===== src/rtl/imu_pkg.sv =====
// ---------------------------------------------------------------------------
// imu_pkg
// Shared definitions for the IMU burst reader:
//   - FSM state encodings (3-bit, exposed on the reader's dbg_state port)
//   - MPU register constants
//   - I2C master read/write direction encodings
//   - clamp_len(): maps a requested burst length to the effective length
// ---------------------------------------------------------------------------
package imu_pkg;

    localparam logic [2:0] ST_IDLE    = 3'd0;
    localparam logic [2:0] ST_WR_PTR  = 3'd1;
    localparam logic [2:0] ST_WAIT_WR = 3'd2;
    localparam logic [2:0] ST_RD_BYTE = 3'd3;
    localparam logic [2:0] ST_WAIT_RD = 3'd4;
    localparam logic [2:0] ST_DONE    = 3'd5;
    localparam logic [2:0] ST_ERR     = 3'd6;

    localparam logic [7:0] ACCEL_XOUT_H = 8'h3B;
    localparam logic [7:0] WHO_AM_I     = 8'h75;

    localparam logic RW_READ  = 1'b1;
    localparam logic RW_WRITE = 1'b0;

    // A zero-length request still reads one byte; oversized requests stop at
    // the buffer depth.
    function automatic int clamp_len(input int req, input int max_bytes);
        if (req == 0) return 1;
        if (req > max_bytes) return max_bytes;
        return req;
    endfunction

endpackage


===== src/rtl/imu_sample_buffer.sv =====
// ---------------------------------------------------------------------------
// imu_sample_buffer
// MAX_BYTES x 8 register file holding the bytes of the latest burst.
// Ports:
//   clk_i, rst_ni     clock, async active-low reset (clears all bytes)
//   we_i              write enable for one byte this cycle
//   waddr_i [AW]      byte index to write (0..MAX_BYTES-1)
//   wdata_i [8]       byte value
//   rd_data_o         flat read-out, byte i at [8*i+7:8*i]
// Bytes that are not written keep their previous contents.
// ---------------------------------------------------------------------------
module imu_sample_buffer #(
    parameter int MAX_BYTES = 14,
    parameter int AW        = 4
) (
    input  logic                   clk_i,
    input  logic                   rst_ni,
    input  logic                   we_i,
    input  logic [AW-1:0]          waddr_i,
    input  logic [7:0]             wdata_i,
    output logic [8*MAX_BYTES-1:0] rd_data_o
);

    logic [7:0] mem_q [MAX_BYTES];

    always_ff @(posedge clk_i or negedge rst_ni) begin
        if (!rst_ni) begin
            for (int i = 0; i < MAX_BYTES; i++) mem_q[i] <= 8'h00;
        end else if (we_i) begin
            for (int i = 0; i < MAX_BYTES; i++) begin
                if (waddr_i == AW'(i)) mem_q[i] <= wdata_i;
            end
        end
    end

    for (genvar g = 0; g < MAX_BYTES; g++) begin : g_flat
        assign rd_data_o[8*g +: 8] = mem_q[g];
    end

endmodule


===== src/rtl/imu_burst_reader.sv =====
// ---------------------------------------------------------------------------
// imu_burst_reader
// Reads len_eff consecutive IMU registers starting at req_reg through the
// byte-level i2c_master request port: for each byte, write the register
// pointer, then read one byte. Optional poll mode re-runs the last request
// every POLL_CYCLES idle cycles.
// Ports:
//   clk, rst_n                 clock, async active-low reset
//   req_start/req_reg/req_len  burst request, sampled only in IDLE
//   poll_en                    auto-restart enable
//   m_start/m_rw/m_addr/       request to i2c_master (m_start is a 1-cycle
//   m_data_in                  pulse; m_rw 1 = read)
//   m_data_out/m_busy/m_done   response from i2c_master
//   rd_data                    sample buffer, byte i at [8*i+7:8*i]
//   rd_valid                   1-cycle pulse when a burst completes
//   busy                       state != IDLE
//   error                      sticky timeout flag, cleared by an accepted req_start
//   byte_count                 bytes stored in the current burst
//   dbg_state                  current FSM state (imu_pkg::ST_*)
// Master handshake: a transfer is launched only when m_busy is low, by a
// single-cycle m_start; it completes on the single-cycle m_done, and m_done
// is only honoured in the WAIT_* states.
// ---------------------------------------------------------------------------
module imu_burst_reader
    import imu_pkg::*;
#(
    parameter logic [6:0] DEV_ADDR    = 7'h68,
    parameter int         MAX_BYTES   = 14,
    parameter int         LEN_W       = 4,
    parameter int         POLL_CYCLES = 100000,
    parameter int         TIMEOUT     = 65535
) (
    input  logic                   clk,
    input  logic                   rst_n,
    input  logic                   req_start,
    input  logic [7:0]             req_reg,
    input  logic [LEN_W-1:0]       req_len,
    input  logic                   poll_en,
    output logic                   m_start,
    output logic                   m_rw,
    output logic [6:0]             m_addr,
    output logic [7:0]             m_data_in,
    input  logic [7:0]             m_data_out,
    input  logic                   m_busy,
    input  logic                   m_done,
    output logic [8*MAX_BYTES-1:0] rd_data,
    output logic                   rd_valid,
    output logic                   busy,
    output logic                   error,
    output logic [LEN_W-1:0]       byte_count,
    output logic [2:0]             dbg_state
);

    localparam int PW = (POLL_CYCLES > 1) ? $clog2(POLL_CYCLES) : 1;
    localparam int TW = (TIMEOUT > 1) ? $clog2(TIMEOUT) : 1;

    logic [2:0]       state_q, state_d;
    logic [7:0]       reg_q, reg_d;
    logic [LEN_W-1:0] len_q, len_d;
    logic [LEN_W-1:0] idx_q, idx_d;
    logic [TW-1:0]    tmo_q, tmo_d;
    logic [PW-1:0]    poll_cnt_q, poll_cnt_d;
    logic             m_start_q, m_start_d;
    logic             m_rw_q, m_rw_d;
    logic [7:0]       m_data_in_q, m_data_in_d;
    logic             error_q, error_d;
    logic [LEN_W-1:0] byte_count_q, byte_count_d;

    logic             in_idle, poll_tick, launch, tmo_hit, buf_we;
    logic [LEN_W:0]   idx_next;

    assign in_idle   = (state_q == ST_IDLE);
    assign poll_tick = poll_en && (poll_cnt_q == PW'(POLL_CYCLES - 1));
    // A req_start and a poll tick in the same cycle collapse into one burst.
    assign launch    = in_idle && (req_start || poll_tick);
    assign tmo_hit   = (tmo_q == TW'(TIMEOUT - 1));
    assign idx_next  = {1'b0, idx_q} + (LEN_W+1)'(1);

    always_comb begin
        state_d      = state_q;
        reg_d        = reg_q;
        len_d        = len_q;
        idx_d        = idx_q;
        tmo_d        = tmo_q;
        poll_cnt_d   = '0;
        m_start_d    = 1'b0;
        m_rw_d       = m_rw_q;
        m_data_in_d  = m_data_in_q;
        error_d      = error_q;
        byte_count_d = byte_count_q;
        buf_we       = 1'b0;

        // Poll counter only runs while idle; it restarts from zero each time.
        if (in_idle && poll_en && !launch) poll_cnt_d = poll_cnt_q + 1'b1;

        case (state_q)
            ST_IDLE: begin
                if (launch) begin
                    state_d      = ST_WR_PTR;
                    idx_d        = '0;
                    byte_count_d = '0;
                    if (req_start) begin
                        reg_d   = req_reg;
                        len_d   = LEN_W'(clamp_len(int'(req_len), MAX_BYTES));
                        error_d = 1'b0;
                    end
                end
            end
            ST_WR_PTR: begin
                if (!m_busy) begin
                    m_start_d   = 1'b1;
                    m_rw_d      = RW_WRITE;
                    m_data_in_d = reg_q + 8'(idx_q);  // wraps 8'hFF -> 8'h00
                    tmo_d       = '0;
                    state_d     = ST_WAIT_WR;
                end
            end
            ST_WAIT_WR: begin
                if (m_done)       state_d = ST_RD_BYTE;
                else if (tmo_hit) begin state_d = ST_ERR; error_d = 1'b1; end
                else              tmo_d = tmo_q + 1'b1;
            end
            ST_RD_BYTE: begin
                if (!m_busy) begin
                    m_start_d = 1'b1;
                    m_rw_d    = RW_READ;
                    tmo_d     = '0;
                    state_d   = ST_WAIT_RD;
                end
            end
            ST_WAIT_RD: begin
                if (m_done) begin
                    buf_we       = 1'b1;
                    byte_count_d = idx_next[LEN_W-1:0];
                    if (idx_next < {1'b0, len_q}) begin
                        idx_d   = idx_next[LEN_W-1:0];
                        state_d = ST_WR_PTR;
                    end else begin
                        state_d = ST_DONE;
                    end
                end else if (tmo_hit) begin
                    state_d = ST_ERR;
                    error_d = 1'b1;
                end else begin
                    tmo_d = tmo_q + 1'b1;
                end
            end
            ST_DONE: state_d = ST_IDLE;
            ST_ERR:  state_d = ST_IDLE;
            default: state_d = ST_IDLE;
        endcase
    end

    always_ff @(posedge clk or negedge rst_n) begin
        if (!rst_n) begin
            state_q      <= ST_IDLE;
            reg_q        <= 8'h00;
            len_q        <= '0;
            idx_q        <= '0;
            tmo_q        <= '0;
            poll_cnt_q   <= '0;
            m_start_q    <= 1'b0;
            m_rw_q       <= 1'b0;
            m_data_in_q  <= 8'h00;
            error_q      <= 1'b0;
            byte_count_q <= '0;
        end else begin
            state_q      <= state_d;
            reg_q        <= reg_d;
            len_q        <= len_d;
            idx_q        <= idx_d;
            tmo_q        <= tmo_d;
            poll_cnt_q   <= poll_cnt_d;
            m_start_q    <= m_start_d;
            m_rw_q       <= m_rw_d;
            m_data_in_q  <= m_data_in_d;
            error_q      <= error_d;
            byte_count_q <= byte_count_d;
        end
    end

    imu_sample_buffer #(
        .MAX_BYTES (MAX_BYTES),
        .AW        (LEN_W)
    ) u_buf (
        .clk_i     (clk),
        .rst_ni    (rst_n),
        .we_i      (buf_we),
        .waddr_i   (idx_q),
        .wdata_i   (m_data_out),
        .rd_data_o (rd_data)
    );

    assign m_start    = m_start_q;
    assign m_rw       = m_rw_q;
    assign m_addr     = DEV_ADDR;
    assign m_data_in  = m_data_in_q;
    assign rd_valid   = (state_q == ST_DONE);
    assign busy       = !in_idle;
    assign error      = error_q;
    assign byte_count = byte_count_q;
    assign dbg_state  = state_q;

endmodule


===== config.mk =====
export PLATFORM = sky130hd
export DESIGN_NAME = imu_burst_reader
export DESIGN_NICKNAME = d
export VERILOG_FILES = /design/src/rtl/imu_pkg.sv /design/src/rtl/imu_sample_buffer.sv /design/src/rtl/imu_burst_reader.sv
export SDC_FILE = /design/constraint.sdc
export NUM_CORES = 1
export LEC_CHECK = 0
export CORE_MARGIN = 4
export CORE_UTILIZATION = 35
export CTS_BUF_LIST = sky130_fd_sc_hd__clkbuf_8
export DETAILED_ROUTE_END_ITERATION = 7
export DONT_BUFFER_PORTS = 1
export PLACE_DENSITY_LB_ADDON = 0.1
export SLEW_MARGIN = 10
export SYNTH_ARGS = -nofsm -noshare
export SYNTH_HDL_FRONTEND = slang
export SYNTH_HIERARCHICAL = 1
export SYNTH_SLANG_ARGS = --single-unit

===== constraint.sdc =====
create_clock -name clk -period 3.1 [get_ports clk]
set_input_delay 0.62 -clock clk [delete_from_list [all_inputs] [get_ports clk]]
set_output_delay 0.62 -clock clk [all_outputs]
set_load 0.005 [all_outputs]

==> run metrics, run 1 <==
share of post-route cells with drive strength above 1 24.6%; H-tree levels 4; Post-synth EDFFs 0; Vias/cell 5.05; Post-CTS Setup Bufs 0; die area 24600 µm²; final hold violation count 179; Cell Area, Placed 7990 µm²; clk_lat worst skew 0.45 ns; fillcell total 2112; wire per inst 20.5 µm; Mapped Area 7750 µm²; total CTS buffers 17; largest net degree at the start of global routing 180; clock-pin slew of the registers on the worst-case setup and hold paths 0.10 ns; Hold Slack -0.137 ns; Setup crit end kind flip-flop; post-synthesis xor/xnor area fraction 3.71%; Slew headroom 50.1%; chip height 157 µm; Critical Path AT 3.17 ns; Distinct cells, synth 50; CP delay by family, top simple AND/OR/NAND/NOR gates; FFs w/ async S/R, synth 100%; pre-CTS setup slack 0.306 ns; CORE AREA 21800 µm²; Mean Syn Cell Area 12.7 µm²; Starting Density 35.5%; 1st-iter DRT viols 201; Synth Area in Simple Gates 11.3%; reg2reg start dbg_state[0]; post-route ant nets 0; worst r2r dst u_buf/rd_data_o[23]; vias in the first global route 4705; GRT Total Usage 15.1%; Yosys reg bits 179; CP max stage cell nor3b_1; Syn Inst Count 612; overall die width 157 µm; DP HPWL 12900 µm; worst slew pin tran 0.747 ns; Final Worst Setup Slack 0.259 ns; GRT overflow 0; Main synth FF type dfrtp_1; nets 649; FF-to-FF setup slack 0.26 ns; Setup crit start kind flip-flop; setup violators final 0; antenna violations before repair 0; I/O pin total 165; largest family of logic cells by synthesized area multiplexers; VDD IR max 0.331 mV; RSZ-0062 raised after global routing false; # rows 54; Reg area 4480 µm²; RePlAce Congestion 0.823; Max Cap Viol 0; leakage 3.93 nW; Bufs and invs on worst path 0; count of input and output buffers 0; 1st-pass router iterations 6; Max Clock Skew 0.0204 ns; maximum clock path buffer count 2; post-layout min period 2.84 ns; post-route core utilization 38.2%; crit-path cells or3_1, nor2_1, nor3b_1, nand2b_1, mux2_1; critical path's largest stage delay 0.66 ns; period utilization 91.6%; Area Overhead vs Synth 7.41%; worst setup path category flip-flop to flip-flop; Worst R2R Path Depth 5; number of synthesis warnings 6; Critical Path RT 3.43 ns; CP Max Fanout 10; vias 4563; DRC viols 0; mux contribution to synthesized area 18.4%; area share of fa/ha/maj cells after synthesis 2.16%; CTS tree yes; PD cells 616 nW/µm²; setup_tns 0 ns; # diodes 0; global-route wire length before repair 28500 µm; Final Instance Area 8330 µm²; Hold WC Path Type primary input to asynchronous set/reset pin; final wirelength 18500 µm; CTS Root Cell clkbuf_8; multi-input logic area 3060 µm²; max frequency 0.352 GHz; status finished with violations; post-cts sizing count 0; failing checks negative hold slack; clk sinks 179; Synth Area in Compound Gates 3.47%; sequential element share of the synthesized area 57.8%; Max Slew Vio Count 0
where the power goes:
group / switching [mW] / internal [mW]
clock: 0.855 / 0.570
sequential: 0.250 / 2.60
combinational: 0.468 / 0.387
total: 1.57 / 3.56
cell usage in the layout (no fill, tap or decap), types with 2 or more instances in the layout:
| master | count |
|---|---|
| xnor2_1 | 20 |
| nor2_2 | 7 |
| nor2_1 | 41 |
| buf_4 | 5 |
| o21ai_0 | 24 |
| a21o_1 | 2 |
| or3_1 | 10 |
| nor4_1 | 2 |
| dfrtp_1 | 179 |
| ha_1 | 11 |
| clkinv_4 | 3 |
| conb_1 | 7 |
| nand2b_1 | 6 |
| clkbuf_8 | 18 |
| nand2_1 | 33 |
| nor3b_1 | 3 |
| mux2_2 | 101 |
| inv_6 | 2 |
| inv_1 | 18 |
| nand4_1 | 8 |
| and4_1 | 5 |
| and3_1 | 9 |
| a21oi_1 | 8 |
| clkinv_2 | 5 |
| nor3_1 | 9 |
| o31ai_1 | 2 |
| nand3b_1 | 2 |
| mux2_1 | 26 |
| nand3_1 | 15 |
| nor2b_1 | 7 |
| clkinvlp_4 | 2 |
| xor2_1 | 11 |
| a31oi_1 | 4 |
routing by layer:
layer / up-vias / share of wire, % / global-route usage (%) / wire length (µm)
li1: 2093 / - / - / -
met1: 2318 / 42 / 19.3 / 7870
met2: 136 / 48 / 24.3 / 8910
met3: 16 / 7.8 / 5.37 / 1440
met4: 0 / 1.8 / 4.63 / 328
met5: - / 0 / 0 / 0
metrics by stage:
| step | total power, mW | instances |
|---|---|---|
| floorplan | 3.53 | 617 |
| detailed placement | 3.78 | 872 |
| CTS | 5.23 | 903 |
| global route | 5.48 | 903 |
| finish | 5.13 | 903 |
| global placement | 3.74 | 872 |
worst max path at each step:
stage / end / cells past startpoint / start / slack [ns]
after floorplan: u_buf/rd_data_o[24] / 8 / dbg_state[1] / 0.68
after global placement: u_buf/rd_data_o[23] / 5 / dbg_state[0] / 0.25
after detailed placement: u_buf/rd_data_o[23] / 5 / dbg_state[0] / 0.31
after CTS: u_buf/rd_data_o[23] / 5 / dbg_state[0] / 0.27
after global routing: u_buf/rd_data_o[23] / 5 / dbg_state[0] / 0.005
final: u_buf/rd_data_o[23] / 5 / dbg_state[0] / 0.26
cells by family after synthesis:
group / count (synthesis)
compound gates: 46
flops: 179
other cells: 2
simple gates: 166
buf+inv: 47
mux: 127
fa+ha+maj: 13
xor+xnor: 32
worst register-to-register path, delay by kind of cell (launching register included):
kind / cells / cell delay (ns)
flops: 1 / 0.50
simple gates: 4 / 1.81
mux: 1 / 0.41
cells in the mapped netlist (5+ instances only):
library cell,instances,area [µm²]
buf_4,9,67.6
dfrtp_1,179,4480
inv_1,17,63.8
mux2_1,26,293
nand2b_1,6,37.5
or3_1,10,62.6
clkbuf_1,13,48.8
o21ai_0,24,120
buf_2,5,25.0
ha_1,11,138
nor2b_1,7,43.8
and4_1,5,43.8
nor3_1,9,45.0
xnor2_1,20,175
nand3_1,15,75.1
nand4_1,8,50.1
xor2_1,11,96.3
nor2_2,7,43.8
nand2_1,33,124
and3_1,9,56.3
a21oi_1,8,40.0
mux2_2,101,1140
nor2_1,41,154
sequential cells by signal, summed over array words and instances (netlist names):
name             flops
tmo_q               16
byte_count           4
reg_q                8
u_buf/rd_data_o    112
m_rw                 1
error                1
len_q                4
idx_q                4
m_start              1
m_data_in            8
dbg_state            3
poll_cnt_q          17
cell type report:
cell class	count	area share, %
clock buffers	18	2.98
clock inverters	13	1.05
flip-flops and latches	179	53.8
well taps	280	4.21
multi-input cells	391	36.8
inverters	17	0.766
repair buffers	5	0.451
Power figures use the tool's default switching activity.
==> run 2, diff against run 1 <==
SETUP_SLACK_MARGIN = 0.5   (was unset)
==> run 2 against run 1 <==
Net effect:
- via count is 0.57% lower
- largest cell class unchanged
- power hardly changed
- sequential power hardly changed
- fmax is 12% higher
- the flow still finishes with violations (negative hold slack)
- critical endpoint is now u_buf/rd_data_o[85]
- critical path type unchanged
- clock power hardly changed
==> run metrics, run 2 (synthesized netlist as in run 1, its figures left out) <==
VDD IR max 0.331 mV (about the same); vias in the first global route 4705 (unchanged); PD cells 613 nW/µm² (-0.53%); CP max stage cell dfrtp_1; # diodes 0 (unchanged); period utilization 81.8% (-9.8 points); RSZ-0062 raised after global routing true; CORE AREA 21800 µm² (unchanged); leakage 3.95 nW (+0.40%); DRC viols 0 (unchanged); post-layout min period 2.54 ns (-0.304 ns); post-route ant nets 0 (unchanged); commonest non-fill, non-tap cell in the layout dfrtp_1; failing checks negative hold slack; worst setup path category flip-flop to flip-flop; 1st-pass router iterations 4 (-2); Setup crit start kind flip-flop; crit-path cells or3_1, nor2_1, nand3b_1, nor2_2, mux2_2; largest net degree at the start of global routing 180 (unchanged); Hold Slack -0.136 ns (+0.000496 ns); most frequent cells in the layout 177 x dfrtp_1, 101 x mux2_2, 41 x nor2_1; nets 651 (+0.31%); I/O pin total 165 (unchanged); GRT overflow 0 (unchanged); setup_tns 0 ns (unchanged); CP Max Fanout 10 (unchanged); Hold WC Path Type primary input to asynchronous set/reset pin; total CTS buffers 17 (unchanged); chip height 157 µm (unchanged); Vias/cell 5.01 (-0.79%); Met3 Routed Length 1450 µm (+0.76%); max reg flops 112 (unchanged); antenna violations before repair 0 (unchanged); overall die width 157 µm (unchanged); CTS Root Cell clkbuf_8; crit path launch dbg_state[0]; Slew headroom 60.9% (+11 points); Setup crit end kind flip-flop; CTS tree yes; clk_lat worst skew 0.44 ns (about the same); vias 4537 (-0.57%); # rows 54 (unchanged); final wirelength 18500 µm (-0.45%); critical path's largest stage delay 0.50 ns (-0.16 ns); 1st-iter DRT viols 184 (-8.5%); clk sinks 179 (unchanged); DP HPWL 12900 µm (unchanged); clock-pin slew of the registers on the worst-case setup and hold paths 0.10 ns (about the same); maximum clock path buffer count 2 (unchanged); Starting Density 35.5% (unchanged); max frequency 0.394 GHz (+12%); WL met2 8930 µm (+0.20%); setup violators final 0 (unchanged); Max Slew Vio Count 0 (unchanged); Max Clock Skew 0.0176 ns (-0.00282 ns); count of input and output buffers 0 (unchanged); Max Used Layer met4; Max Cap Viol 0 (unchanged); die area 24600 µm² (unchanged); share of post-route cells with drive strength above 1 25.8% (+1.2 points); Critical Path RT 3.42 ns (about the same); Area Overhead vs Synth 8.01%; status finished with violations; wire per inst 20.4 µm (-0.67%); final hold violation count 179 (unchanged); reg2reg start dbg_state[0]; worst slew pin tran 0.587 ns (-0.160 ns); global-route wire length before repair 28500 µm (unchanged); M1 WL 7760 µm (-1.4%); H-tree levels 4 (unchanged); GRT Total Usage 15.1% (unchanged); Critical Path AT 2.86 ns (-0.31 ns); RePlAce Congestion 0.823 (unchanged)
[run 2: cell count changes in the layout (fill, tap and decap cells not counted), moves of 2 or more]
cell / change
buf_4: +2
dfrtp_2: +2
or3_1: -2
or3_4: +2
dfrtp_1: -2
[run 2: area by class of cell]
class                           count  area [µm²]
Clock buffer                       18         248
Clock inverter                     13        87.6
Fill cell                        2106       13500
Inverter                           17        63.8
Multi-Input combinational cell    391        3090
Sequential cell                   179        4480
Tap cell                          280         350
Timing Repair Buffer                7        52.6
[run 2: power by group]
part           switching (mW)  internal, mW
sequential              0.250          2.60
combinational           0.467         0.391
clock                   0.851         0.570
total                    1.57          3.57
[run 2: worst paths after layout]
kind / endpoint / slack, ns / cells past startpoint
worst max-delay path: u_buf/rd_data_o[85] / 0.56 / 5
worst max register to register: u_buf/rd_data_o[85] / 0.56 / 5
worst min register to register: m_data_in[3] / 0.53 / 2
worst min-delay path: u_buf/rd_data_o[34] / -0.14 / 0
max in group asynchronous: tmo_q[11] / 3.05 / 0
min in group clk: dbg_state[0] / 0.30 / 2
[run 2: worst max-delay path: cells and delay by family (launching register included)]
kind	cells	cell delay [ns]
flip-flops	1	0.50
multiplexers	1	0.40
AND/OR/NAND/NOR	4	1.50
[run 2: routing by layer]
metal / global-route usage, % / vias to the layer above
met5: 0 / -
met4: 4.63 / 0
met3: 5.37 / 16
met2: 24.3 / 125
met1: 19.3 / 2300
li1: - / 2096
[run 2: timing repair]
item                                   in CTS  in global routing
gates cloned                                0                  0
gates resized for setup                     2                  6
buffers inserted                            0                  2
endpoints found under the hold margin     179                179
setup endpoints to repair                  37                 86
[run 2: per-stage QoR]
| stage | power, mW | area (µm²) | utilization, % | instances | setup slack, ns |
|---|---|---|---|---|---|
| after global routing | 5.49 | 8370 | 38.4 | 905 | 0.424 |
| after CTS | 5.23 | 8340 | 38.2 | 903 | 0.556 |
| final | 5.13 | 8370 | 38.4 | 905 | 0.564 |
| after floorplan | 3.53 | 7770 | - | 617 | 0.677 |
| after detailed placement | 3.78 | 7990 | 36.6 | 872 | 0.306 |
| after global placement | 3.74 | 7990 | 36.6 | 872 | 0.254 |
